File: src/rtl/clk_divider_prog.sv
// rtl/clk_divider_prog.sv - multi-channel programmable clock divider with global phase sync
module clk_divider_prog #(
    parameter int NUM_CH = 4,
    parameter int CNT_W  = 8
) (
    input  logic                    clk,
    input  logic                    rst,
    input  logic [NUM_CH-1:0]       en,
    input  logic [NUM_CH*CNT_W-1:0] div_ratio,
    input  logic                    sync,
    output logic [NUM_CH-1:0]       clk_out,
    output logic [NUM_CH-1:0]       tick
);

    for (genvar i = 0; i < NUM_CH; i++) begin : g_ch
        logic [CNT_W-1:0] cnt;
        logic [CNT_W-1:0] ratio;
        logic [CNT_W-1:0] n_raw;
        logic [CNT_W-1:0] n_clamped;
        logic [CNT_W-1:0] high_len;
        logic [CNT_W-1:0] cnt_inc;
        logic             wrap;

        assign n_raw     = div_ratio[i*CNT_W +: CNT_W];
        // Ratios 0 and 1 cannot form a clock, so they behave as divide-by-2.
        assign n_clamped = (n_raw[CNT_W-1:1] == '0) ? CNT_W'(2) : n_raw;
        // ceil(R/2) written so it cannot overflow at R = 2^CNT_W-1.
        assign high_len  = (ratio >> 1) + {{(CNT_W-1){1'b0}}, ratio[0]};
        assign cnt_inc   = cnt + 1'b1;
        assign wrap      = sync || (cnt == ratio - 1'b1);

        always_ff @(posedge clk or negedge rst) begin
            if (!rst) begin
                cnt        <= CNT_W'(1);
                ratio      <= CNT_W'(2);
                clk_out[i] <= 1'b0;
                tick[i]    <= 1'b0;
            end else if (!en[i]) begin
                // Parking at R-1 makes the first enabled edge a wrap.
                cnt        <= n_clamped - 1'b1;
                ratio      <= n_clamped;
                clk_out[i] <= 1'b0;
                tick[i]    <= 1'b0;
            end else if (wrap) begin
                cnt        <= '0;
                ratio      <= n_clamped;
                clk_out[i] <= 1'b1;
                tick[i]    <= 1'b1;
            end else begin
                cnt        <= cnt_inc;
                clk_out[i] <= (cnt_inc < high_len);
                tick[i]    <= 1'b0;
            end
        end
    end

endmodule

File: config.mk
export PLATFORM = sky130hd
export DESIGN_NAME = clk_divider_prog
export DESIGN_NICKNAME = d
export VERILOG_FILES = /design/src/rtl/clk_divider_prog.sv
export SDC_FILE = /design/constraint.sdc
export NUM_CORES = 1
export LEC_CHECK = 0
export CAP_MARGIN = 10
export CORE_MARGIN = 2
export CORE_UTILIZATION = 30
export DETAILED_ROUTE_END_ITERATION = 8
export SYNTH_ARGS = -nofsm -noshare
export SYNTH_HDL_FRONTEND = slang
export SYNTH_SLANG_ARGS = --single-unit
File: constraint.sdc
create_clock -name clk -period 7.2 [get_ports clk]
set_input_delay 0.72 -clock clk [delete_from_list [all_inputs] [get_ports clk]]
set_output_delay 0.72 -clock clk [all_outputs]
set_load 0.01 [all_outputs]
Word level (Yosys, flattened, before mapping)

Index checks and enable logic that the tools add are counted.

Order comparisons: 4
Equal/unequal tests: 8
Reduce and logical (&&, ||, !) cells: 8
Add/subtract/negate cells: 16
Mux-type cells: 36

Operator list:

| operator              | count |
|---|---|
| $mux W8               | 20 |
| $sub A8 B1 Y8 const B | 8 |
| $add A7 B1 Y8         | 4 |
| $add A8 B1 Y8 const B | 4 |
| $eq A8 B8 Y1          | 4 |
| $lt A8 B8 Y1          | 4 |
| $logic_not A7 Y1      | 4 |
| $mux W1               | 16 |
| $ne A2 B1 Y1 const B  | 4 |
| $logic_or A1 B1 Y1    | 4 |

Word-level logic and storage cells: 88
Bits of input ports: 39
Register bits after elaboration: 72
Output and inout port bits: 8

Longest topological paths before layout

Gate-level depths: netlist (run 1).

Depth after elaboration: 5
Mapped depth: 11

Least setup slack after synthesis (run 1)

No wires, ideal clock.

Path type: input-to-reg
Start: in div_ratio[30]
End: reg g_ch[3].cnt[6]
Arrival time: 2480 ps
Required time: 7062 ps
Stages on the path: 9
Buffers on the path: 0
Setup time: 138 ps
Path slack: 4582 ps
Path through: or4_1 -> or2_1 -> o31a_1 -> inv_1 -> ha_1 -> nand2b_1 -> nor4_1 -> xnor2_1 -> o22ai_1

Word-level cells in the longest chain between the ends: 4

Ends and longest elaborated chain:

| element                | RTL line | RTL |
|---|---|---|
| start: declaration     | 9        | `input logic [NUM_CH*CNT_W-1:0] div_ratio,` |
| $logic_not A7 Y1       | 26       | `assign n_clamped = (n_raw[CNT_W-1:1] == '0) ? CNT_W'(2) : n_raw;` |
| $mux W8 (*)            | 26       |  |
| $sub A8 B1 Y8 (*)      | 40       | `cnt <= n_clamped - 1'b1;` |
| $mux W8 (*)            | 38       | `end else if (!en[i]) begin` |
| end signal: assignment | 40       |  |
| end signal: assignment | 50       | `cnt <= cnt_inc;` |
| end: declaration       | 16       | `logic [CNT_W-1:0] cnt;` |

Every way passes the cells marked *; elsewhere a longest branch is shown, timed or not.
A chain may end at the register's enable or synchronous reset.

Worst setup path in the final report (run 1)

Start: in div_ratio[27]
End: reg g_ch[3].cnt[6]

The elaborated chain is that of the path after synthesis.

==> results of run 1 <==
==> report_power, final <==
| group | switching [W] | internal, W | leakage (nW) |
|---|---|---|---|
| Combinational | 0.000169 | 0.000168 | 1.68 |
| Clock | 0.000180 | 0.000315 | 0.153 |
| Sequential | 0.0000665 | 0.000444 | 0.863 |
==> sequential cells by signal (all words and copies together) (netlist names) <==
register,count
g_ch.cnt,32
g_ch.ratio,32
clk_out,4
tick,4
==> final cells by class <==
type                            instances  area (µm²)  area share (%)
Sequential cell                        72        1810            26.8
Timing Repair Buffer                   47         465            6.87
Clock inverter                          4        76.3            1.13
Multi-Input combinational cell        490        3750            55.4
Tap cell                              260         325            4.80
Inverter                               25        93.8            1.39
Clock buffer                           12         246            3.64
==> worst paths after layout <==
path	endpoint	slack, ps	depth (start not counted)	start
max	g_ch[3].cnt[6]$_DFF_PN0_	4240	10	div_ratio[27]
min	g_ch[1].ratio[1]$_DFFE_PN1P_	520	2	g_ch[1].ratio[1]$_DFFE_PN1P_
max reg2reg	g_ch[1].ratio[3]$_DFFE_PN0P_	4530	8	g_ch[1].ratio[1]$_DFFE_PN1P_
min reg2reg	g_ch[1].ratio[1]$_DFFE_PN1P_	520	2	g_ch[1].ratio[1]$_DFFE_PN1P_
max in group asynchronous	g_ch[3].cnt[3]$_DFF_PN0_	6070	1	rst
min in group asynchronous	g_ch[0].cnt[3]$_DFF_PN0_	530	1	rst
==> worst max-delay path: cells and delay by family <==
kind	cells	cell delay [ps]
AO/OA/AOI/OAI	2	360
XOR/XNOR	1	170
adder cells (fa/ha/maj)	1	200
buffers and inverters	2	590
AND/OR/NAND/NOR	4	1110
==> kinds of logic (layout without fill, tap and decap cells) <==
group | count (synthesis) | count (layout)
flops | 72 | 72
fa+ha+maj | 48 | 48
buf+inv | 55 | 88
simple gates | 194 | 194
xor+xnor | 103 | 103
mux | 33 | 33
compound gates | 112 | 112
==> per-layer routing <==
layer	global-route usage (%)	routed length [µm]	up-vias
met5	0	0	-
met4	5.68	294	0
met3	1.84	329	16
met2	23.2	6240	63
met1	19.3	6660	2172
li1	-	-	2281
==> cell usage after synthesis, types with 4 or more instances <==
master | count | area (µm²)
mux2_1 | 18 | 203
nor3_1 | 17 | 85.1
nand4_1 | 4 | 25.0
o21ai_1 | 8 | 40.0
or3_1 | 5 | 31.3
o211ai_1 | 4 | 30.0
ha_1 | 48 | 601
o21a_1 | 7 | 52.6
and3_1 | 11 | 68.8
nand3_1 | 47 | 235
a21boi_0 | 4 | 30.0
dfrtp_1 | 64 | 1600
dfstp_2 | 8 | 210
nand2b_1 | 10 | 62.6
xor2_1 | 38 | 333
o2111ai_1 | 5 | 43.8
mux2_4 | 6 | 90.1
inv_1 | 23 | 86.3
nor4_1 | 7 | 43.8
xnor2_1 | 65 | 569
o31a_1 | 5 | 43.8
nand2_1 | 33 | 124
a31o_1 | 5 | 43.8
a21oi_1 | 14 | 70.1
a31oi_1 | 4 | 25.0
o2bb2ai_1 | 5 | 43.8
o22ai_1 | 17 | 106
mux2i_1 | 9 | 90.1
buf_2 | 4 | 20.0
clkbuf_1 | 23 | 86.3
nor2_1 | 33 | 124
o21ai_0 | 10 | 50.1
==> metrics by stage <==
step | util [%] | cells | instance area, µm² | total power [W]
finish | 36.0 | 910 | 6770 | 0.00134
global route | 36.0 | 910 | 6770 | 0.00142
CTS | 36.0 | 910 | 6770 | 0.00136
detailed placement | 34.2 | 894 | 6450 | 0.000855
global placement | 34.2 | 894 | 6450 | 0.000853
floorplan | - | 617 | 5790 | 0.000748
==> implementation parameters, run 1 <==
Parameter                              Value

Status
  Result of the run ... complete, no violations

CTS
  Quantity of gates resized following cts ... 0
  Depth of the CTS H-tree ... 3
  Clock latency at the later pin of the worst-skew pair ... around 340 ps
  Cell at the root of the clock tree ... clkbuf_16
  Sinks on the clock net ... 72
  Hold bufs inserted after CTS ... 0
  Post-CTS setup buffers ... 0
  Clock tree from TritonCTS ... done
  TritonCTS buffer count ... 9
  Clock buffer depth ... 2
  Clock input transition at the sequential cells of the worst setup and hold paths ... ~60 ps

Route
  Routed len/inst ... 14.9 µm
  Final routed wirelength across all metal layers ... 13.5 mm
  Total vias in the final route ... 4532
  Detail Route Antenna Nets ... 0
  1st-iter DRT viols ... approximately 210
  Detailed-routing iteration count for the pre-antenna-repair pass ... 4
  DRC Markers ... 0
  Avg Vias per Cell ... 4.98

Setup path
  Highest fanout seen on the critical path ... 6
  Slowest stage cell on the critical path ... or4_1
  Critical path arrival ... 3150 ps
  Worst setup SP type ... input port
  Crit path capture type ... flop
  Delay of the slowest cell on the worst path ... approximately 550 ps
  CP Cell Sequence ... clkdlybuf4s50_1 -> or4_1 -> or2_1 -> o31a_1 -> inv_1 -> ha_1 -> nand2b_1 -> nor4_1 -> xnor2_1 -> o22ai_1
  Worst endpoint required time ... between 7000 and 8000 ps
  Setup CP Type ... in2reg

STA
  Final number of max-transition violations ... 0
  Worst path setup slack after routing ... 4240 ps
  RSZ-0062 raised after global routing ... false
  Post-route fraction of the period consumed by the critical path ... approximately two fifths
  Final count of negative-setup-slack endpoints ... 0
  Slew at the pin closest to its max-slew limit ... 941 ps
  Worst hold slack ... 520 ps
  Post-layout min period ... 2960 ps
  Worst max-slew margin expressed relative to the limit ... 37.2%
  Post-route setup TNS ... 0 ps
  Maximum achievable frequency ... between 0.3 and 0.4 GHz
  Setup skew after layout ... about 7.4 ps
  Number of hold violations in the final report ... 0

Logic synthesis
  Count of synthesis-stage warnings from yosys ... 0
  Nets in the synthesized netlist ... 704
  Number of cells produced by synthesis ... 617
  Sequential-to-total area share from yosys stat ... 31.3%
  Synth cell types ... 70
  FFs w/ async S/R, synth ... 100%
  Fraction of synthesized area in multiplexers ... 6.62%
  Xor-xnor portion of the synthesized cell area ... 15.6%
  Flip-flop cell with the highest count after synthesis ... dfrtp_1
  Count of state elements after synthesis ... 72
  Syn Area/Cell ... 9.38 µm²
  Post-Synth Adder-Cell Area ... about 10%
  Synth Cell Area ... 0.00579 mm²
  Post-synth EDFFs ... 0
  Dominant combinational cell family by area after synthesis ... simple AND/OR/NAND/NOR gates
  Basic-gate share of the synthesized area counting and, or, nand and nor cells ... 18.0%
  Share of the synthesized area in compound gates (AO/OA/AOI/OAI) ... between 10% and 20%

Die
  I/O pin count ... 47
  Die area ... 0.0204 mm²
  Row count ... 50
  Vertical die dimension ... 143 µm
  Initial Utilization ... a little under a third
  Die outline width ... around 140 µm
  Standard cell core area ... 0.0188 mm²

GRT
  Pin count of the biggest net entering global routing ... 73
  Total congestion overflow ... 0
  Wire length of the first global-routing pass ... 23.2 mm
  Antenna violations before repair ... 0
  Vias in the first global route ... 4546
  Total routing resource utilization after global routing ... 14.3%

Layout
  Commonest cells after routing, fill and taps aside ... 65 x xnor2_1, 64 x dfrtp_1, 48 x ha_1, 47 x nand3_1, 45 x clkdlybuf4s50_1
  Filler instances ... 1904
  ANT cells ... 0
  Area growth syn-to-layout ... 17.0%
  Most common cell after layout, fill and taps aside ... xnor2_1
  Fraction of final layout cells sized beyond drive strength 1 ... 6.77%
  Number of nets in the final layout ... roughly 730

Place
  Placement Setup Slack ... 3930 ps
  Global placer's final weighted congestion ... about 0.81
  Buffers on Ports ... 46
  DP HPWL ... 10.1 mm

Worst hold path
  Class of the tightest hold or removal check ... reg2reg

Job
  Number of max-cap violations ... 0

Power
  Pleak ... 2.70 nW
  Power per cell area ... 198 mW/mm²
  Peak VDD IR ... 118 µV
Power figures use the tool's default switching activity.
==> run 2: changes to the inputs <==
clock period = 2.4 ns   (was 7.2 ns; I/O delays follow)
==> implementation parameters, run 2 (synthesized netlist as in run 1, its figures left out) <==
Parameter                              Value

Route
  Routed len/inst ... 14.7 µm (was 14.9 µm)
  1st-iter DRT viols ... 353 (was 212)
  Detailed-routing iteration count for the pre-antenna-repair pass ... 4 (unchanged)
  Avg Vias per Cell ... 4.87 (was 4.98)
  Final routed wirelength across all metal layers ... 14.6 mm (was 13.5 mm)
  Total vias in the final route ... 4836 (was 4532)
  DRC Markers ... 0 (unchanged)
  Detail Route Antenna Nets ... 0 (unchanged)

Layout
  Number of nets in the final layout ... 815 (was 732)
  Fraction of final layout cells sized beyond drive strength 1 ... 23.3% (was 6.77%)
  Non-Filler Instances ... 993 (was 910)
  Area growth syn-to-layout ... 33.6% (was 17.0%)
  Most common cell after layout, fill and taps aside ... buf_4 (was xnor2_1)
  ANT cells ... 0 (unchanged)
  Commonest cells after routing, fill and taps aside ... 78 x buf_4, 64 x xnor2_1, 63 x dfrtp_1, 47 x nand3_1, 45 x clkdlybuf4s50_1 (was 65 x xnor2_1, 64 x dfrtp_1, 48 x ha_1, 47 x nand3_1, 45 x clkdlybuf4s50_1)
  Top Registers ... g_ch.cnt: 32 flops, g_ch.ratio: 32 flops (unchanged)

Setup path
  Slowest stage cell on the critical path ... dfstp_2 (was or4_1)
  Path depth of the worst reg2reg path ... 9 (was 8)
  Delay of the slowest cell on the worst path ... 530 ps (was 550 ps)
  CP Cell Sequence ... inv_2 -> ha_4 -> nor3b_4 -> xnor2_1 -> a2111oi_2 -> nand4_1 -> o211ai_4 -> buf_12 -> mux2_4 (was clkdlybuf4s50_1 -> or4_1 -> or2_1 -> o31a_1 -> inv_1 -> ha_1 -> nand2b_1 -> nor4_1 -> xnor2_1 -> o22ai_1)
  Reg2reg start ... g_ch[1].ratio[1]$_DFFE_PN1P_ (unchanged)
  Highest fanout seen on the critical path ... 7 (was 6)
  Crit path capture type ... flop (unchanged)
  Worst setup SP type ... flop (was input port)
  Worst R2R Setup Slack ... -3 ps (was 4530 ps)
  Critical path arrival ... 2620 ps (was 3150 ps)
  Endpoint of the worst-slack reg-to-reg timing path ... g_ch[1].ratio[6]$_DFFE_PN0P_ (was g_ch[1].ratio[3]$_DFFE_PN0P_)
  Setup CP Type ... reg2reg (was in2reg)
  Worst endpoint required time ... 2620 ps (was 7390 ps)

GRT
  Total routing resource utilization after global routing ... 14.9% (was 14.3%)
  Wire length of the first global-routing pass ... 24.0 mm (was 23.2 mm)
  Antenna violations before repair ... 0 (unchanged)
  Vias in the first global route ... 4784 (was 4546)
  Pin count of the biggest net entering global routing ... 47 (was 73)
  Total congestion overflow ... 0 (unchanged)

Place
  Buffers on Ports ... 46 (unchanged)
  DP HPWL ... 10.9 mm (was 10.1 mm)
  Global placer's final weighted congestion ... 0.827 (was 0.813)
  Placed Instances ... 967 (was 894)

CTS
  Depth of the CTS H-tree ... 3 (unchanged)
  Clock buffer depth ... 2 (unchanged)
  Clock latency at the later pin of the worst-skew pair ... 340 ps (about the same)
  Cell at the root of the clock tree ... clkbuf_16 (unchanged)
  Sinks on the clock net ... 72 (unchanged)
  Clock input transition at the sequential cells of the worst setup and hold paths ... 60 ps (about the same)
  Clock tree from TritonCTS ... done (unchanged)
  TritonCTS buffer count ... 9 (unchanged)

STA
  RSZ-0062 raised after global routing ... true (was false)
  Number of hold violations in the final report ... 0 (unchanged)
  Post-route setup TNS ... -4.22 ps (was 0 ps)
  Post-layout min period ... approximately 2400 ps
  Post-route fraction of the period consumed by the critical path ... 100%
  Slew at the pin closest to its max-slew limit ... 587 ps (was 941 ps)
  Worst path setup slack after routing ... -2.91 ps (was 4240 ps)
  Final count of negative-setup-slack endpoints ... 3 (was 0)
  Setup skew after layout ... 9.31 ps (was 7.44 ps)
  Worst max-slew margin expressed relative to the limit ... 60.8% (was 37.2%)
  Maximum achievable frequency ... 0.416 GHz
  Final number of max-transition violations ... 0 (unchanged)
  Worst hold slack ... 370 ps (was 520 ps)

Job
  Number of max-cap violations ... 0 (unchanged)

Power
  Overall power ... 0.00427 W (was 0.00134 W)
  Power per cell area ... 552 mW/mm² (was 198 mW/mm²)
  Peak VDD IR ... 297 µV (was 118 µV)
  Pleak ... 3.17 nW (was 2.70 nW)

Worst hold path
  Class of the tightest hold or removal check ... in2async (was reg2reg)

Die
  I/O pin count ... 47 (unchanged)
  Standard cell core area ... 0.0188 mm² (unchanged)
  Initial Utilization ... 30.7% (unchanged)
  Row count ... 50 (unchanged)
  Die area ... 0.0204 mm² (unchanged)
  Vertical die dimension ... 143 µm (unchanged)
  Die outline width ... 143 µm (unchanged)

Status
  Failing checks ... setup timing
  Result of the run ... finished with violations (was complete, no violations)
run 2: metal layers:
metal  track usage [%]  share of wire [%]  up-vias
met1              19.7                 48     2301
li1                  -                  -     2445
met4              5.89                2.4        0
met2              24.5                 47       67
met5                 0                  0        -
met3              1.95                1.9       23
run 2: how the worst max path moves through the flow:
stage | start | endpoint | slack, ps | cells past startpoint
finish | g_ch[1].ratio[1]$_DFFE_PN1P_ | g_ch[1].ratio[6]$_DFFE_PN0P_ | -3 | 9
global route | g_ch[3].ratio[1]$_DFFE_PN1P_ | clk_out[3]$_DFF_PN0_ | -80 | 11
CTS | g_ch[3].ratio[1]$_DFFE_PN1P_ | clk_out[3]$_DFF_PN0_ | -20 | 11
detailed placement | div_ratio[30] | g_ch[3].cnt[6]$_DFF_PN0_ | -230 | 10
global placement | div_ratio[30] | g_ch[3].cnt[6]$_DFF_PN0_ | -200 | 10
floorplan | g_ch[2].ratio[0]$_DFFE_PN0P_ | g_ch[2].ratio[6]$_DFFE_PN0P_ | 10 | 7
run 2: what timing repair did:
item / in CTS / in global routing
setup buffers: 1 / 9
endpoints found under the setup margin: 11 / 40
resized for setup: 8 / 53
hold buffers: 1 / 0
pin swaps: 2 / 29
endpoints found under the hold margin: 22 / 0
gates cloned: 0 / 0
run 2: cell type report:
cell class	instances	area [µm²]
clock buffer	12	267
fill	1862	11100
inverter	25	93.8
multi-input combinational	490	4030
clock inverter	4	51.3
sequential	72	1810
timing repair buffer	130	1150
tap	260	325
run 2: per-stage QoR:
| step | utilization [%] | cell area [µm²] | setup slack (ps) |
|---|---|---|---|
| 4_1_cts | 39.3 | 7400 | -19.7 |
| 6_report | 41.0 | 7730 | -2.91 |
| 2_1_floorplan | - | 5790 | 12.6 |
| 3_5_place_dp | 37.3 | 7020 | -226 |
| 3_3_place_gp | 37.3 | 7020 | -198 |
| 5_1_grt | 41.0 | 7730 | -82.8 |
run 2: worst max-delay path: cells and delay by family (launching register included):
kind | cells | cell delay [ps]
adders and majority gates | 1 | 160
muxes | 1 | 300
AOI/OAI and AO/OA | 2 | 560
xor gates and xnor gates | 1 | 160
buffers and inverters | 2 | 210
DFF | 1 | 530
and+or+nand+nor | 2 | 370
run 2: report_power, final:
group | switching [W] | internal, W | leakage (nW) | total [W]
registers | 0.000170 | 0.00133 | 0.862 | 0.00150
clock network | 0.000542 | 0.000890 | 0.155 | 0.00143
logic | 0.000636 | 0.000697 | 2.15 | 0.00133
total | 0.00135 | 0.00292 | 3.17 | 0.00427
==> run 3: changes to the inputs <==
clock period = 2.8 ns   (was 2.4 ns; I/O delays follow)
==> implementation parameters, run 3 (synthesized netlist as in run 1, its figures left out) <==
Parameter                              Value

Route
  Final routed wirelength across all metal layers ... 13.4 mm (was 14.6 mm)
  Detail Route Antenna Nets ... 0 (unchanged)
  Total vias in the final route ... 4616 (was 4836)
  Detailed-routing iteration count for the pre-antenna-repair pass ... 4 (unchanged)
  1st-iter DRT viols ... 319 (was 353)
  Avg Vias per Cell ... 4.94 (was 4.87)
  Routed len/inst ... 14.4 µm (was 14.7 µm)
  DRC Markers ... 0 (unchanged)

CTS
  TritonCTS buffer count ... 9 (unchanged)
  Clock buffer depth ... 2 (unchanged)
  Sinks on the clock net ... 72 (unchanged)
  Hold bufs inserted after CTS ... 0 (was 1)
  Cell at the root of the clock tree ... clkbuf_16 (unchanged)
  Clock tree from TritonCTS ... done (unchanged)
  Clock input transition at the sequential cells of the worst setup and hold paths ... 60 ps (about the same)
  Quantity of gates resized following cts ... 0 (was 8)
  Depth of the CTS H-tree ... 3 (unchanged)
  Clock latency at the later pin of the worst-skew pair ... 350 ps (was 340 ps)
  Post-CTS setup buffers ... 0 (was 1)

Setup path
  Slowest stage cell on the critical path ... dfstp_2 (unchanged)
  CP Cell Sequence ... ha_1 -> ha_1 -> nand3_1 -> xor2_1 -> ha_1 -> a21o_1 -> a21oi_1 -> o21ai_0 -> a211o_1 -> o21ai_0 -> o31a_1 (was inv_2 -> ha_4 -> nor3b_4 -> xnor2_1 -> a2111oi_2 -> nand4_1 -> o211ai_4 -> buf_12 -> mux2_4)
  Crit path capture type ... flop (unchanged)
  Delay of the slowest cell on the worst path ... 580 ps (was 530 ps)
  Setup CP Type ... reg2reg (unchanged)
  Worst endpoint required time ... 3080 ps (was 2620 ps)
  Critical Path Most Common Cell ... ha_1
  Worst setup SP type ... flop (unchanged)
  Critical path arrival ... 2820 ps (was 2620 ps)
  Highest fanout seen on the critical path ... 6 (was 7)

STA
  RSZ-0062 raised after global routing ... false (was true)
  Post-route fraction of the period consumed by the critical path ... 90.7% (was 100%)
  Setup skew after layout ... 11.8 ps (was 9.31 ps)
  Worst max-slew margin expressed relative to the limit ... 36.0% (was 60.8%)
  Final number of max-transition violations ... 0 (unchanged)
  Post-route setup TNS ... 0 ps (was -4.22 ps)
  Slew at the pin closest to its max-slew limit ... 961 ps (was 587 ps)
  Maximum achievable frequency ... 0.394 GHz (was 0.416 GHz)
  Final count of negative-setup-slack endpoints ... 0 (was 3)
  Worst hold slack ... 93.7 ps (was 370 ps)
  Post-layout min period ... 2540 ps (was 2400 ps)
  Worst path setup slack after routing ... 259 ps (was -2.91 ps)
  Number of hold violations in the final report ... 0 (unchanged)

Die
  Die outline width ... 143 µm (unchanged)
  Row count ... 50 (unchanged)
  Die area ... 0.0204 mm² (unchanged)
  Standard cell core area ... 0.0188 mm² (unchanged)
  I/O pin count ... 47 (unchanged)
  Vertical die dimension ... 143 µm (unchanged)
  Initial Utilization ... 30.7% (unchanged)

Power
  Power per cell area ... 479 mW/mm² (was 552 mW/mm²)
  Pleak ... 2.80 nW (was 3.17 nW)
  Overall power ... 0.00331 W (was 0.00427 W)
  Peak VDD IR ... 336 µV (was 297 µV)

Place
  DP HPWL ... 10.2 mm (was 10.9 mm)
  Placement Setup Slack ... 72.9 ps (was -226 ps)
  Global placer's final weighted congestion ... 0.829 (was 0.827)
  Buffers on Ports ... 46 (unchanged)
  Placed inst area ... 0.00663 mm² (was 0.00702 mm²)

Worst hold path
  Class of the tightest hold or removal check ... in2async (unchanged)

Layout
  Cell area after layout ... 0.00691 mm² (was 0.00773 mm²)
  Number of nets in the final layout ... 756 (was 815)
  Commonest cells after routing, fill and taps aside ... 65 x xnor2_1, 64 x dfrtp_1, 48 x ha_1, 47 x nand3_1, 45 x clkdlybuf4s50_1 (was 78 x buf_4, 64 x xnor2_1, 63 x dfrtp_1, 47 x nand3_1, 45 x clkdlybuf4s50_1)
  Top Registers ... g_ch.cnt: 32 flops, g_ch.ratio: 32 flops (unchanged)
  Fraction of final layout cells sized beyond drive strength 1 ... 10.2% (was 23.3%)
  ANT cells ... 0 (unchanged)
  Most common cell after layout, fill and taps aside ... xnor2_1 (was buf_4)
  Area growth syn-to-layout ... 19.4% (was 33.6%)

GRT
  Wire length of the first global-routing pass ... 23.0 mm (was 24.0 mm)
  Pin count of the biggest net entering global routing ... 73 (was 47)
  Total routing resource utilization after global routing ... 14.1% (was 14.9%)
  Vias in the first global route ... 4504 (was 4784)
  Total congestion overflow ... 0 (unchanged)
  Antenna violations before repair ... 0 (unchanged)

Status
  Result of the run ... complete, no violations (was finished with violations)

Job
  Number of max-cap violations ... 0 (unchanged)
## run 3: changes by cell type in the layout (fill, tap and decap cells not counted), sizes merged
cell	previous run	this run
buf	84	26
bufinv	1	0
clkbuf	12	11
dlygate4sd3	1	0
inv	24	26
## run 3: layout make-up
cell class	count	area (µm²)
Fill cell	1902	11900
Clock buffer	11	243
Clock inverter	5	38.8
Sequential cell	72	1810
Timing Repair Buffer	71	646
Multi-Input combinational cell	490	3750
Tap cell	260	325
Inverter	25	93.8
## run 3: metrics by stage
step,cells,utilization (%)
finish,934,36.7
global route,934,36.7
CTS,934,36.7
detailed placement,918,35.2
global placement,918,35.2
floorplan,617,-
## run 3: where the power goes
group | leakage (nW) | internal (W) | switching [W] | total [W]
Combinational | 1.80 | 0.000456 | 0.000447 | 0.000903
Sequential | 0.863 | 0.00114 | 0.000161 | 0.00130
Clock | 0.137 | 0.000631 | 0.000476 | 0.00111
Total | 2.80 | 0.00223 | 0.00108 | 0.00331
## run 3: metal layers
metal / global-route usage, % / vias up / share of wire [%] / routed length (µm)
met3: 1.98 / 16 / 2.4 / 320
met2: 22.2 / 64 / 46 / 6170
met4: 5.47 / 0 / 2.0 / 264
li1: - / 2329 / - / -
met1: 19.8 / 2207 / 50 / 6660
met5: 0 / - / 0 / 0
## run 3: critical path, delay by kind of cell (launching register included)
kind	cells	cell delay (ps)
and+or+nand+nor	1	110
xor gates and xnor gates	1	170
adders and majority gates	3	720
AOI/OAI and AO/OA	6	900
DFF	1	580
## run 3: final timing paths
| check | start | end | depth (start not counted) | slack, ps |
|---|---|---|---|---|
| setup / recovery | g_ch[3].ratio[1]$_DFFE_PN1P_ | clk_out[3]$_DFF_PN0_ | 11 | 260 |
| hold / removal | rst | g_ch[1].ratio[3]$_DFFE_PN0P_ | 1 | 90 |
| setup reg to reg | g_ch[3].ratio[1]$_DFFE_PN1P_ | clk_out[3]$_DFF_PN0_ | 11 | 260 |
| hold reg to reg | g_ch[1].ratio[1]$_DFFE_PN1P_ | g_ch[1].ratio[1]$_DFFE_PN1P_ | 2 | 520 |
| max in group asynchronous | rst | g_ch[3].ratio[5]$_DFFE_PN0P_ | 1 | 2090 |
| min in group clk | g_ch[1].ratio[1]$_DFFE_PN1P_ | g_ch[1].ratio[1]$_DFFE_PN1P_ | 2 | 520 |
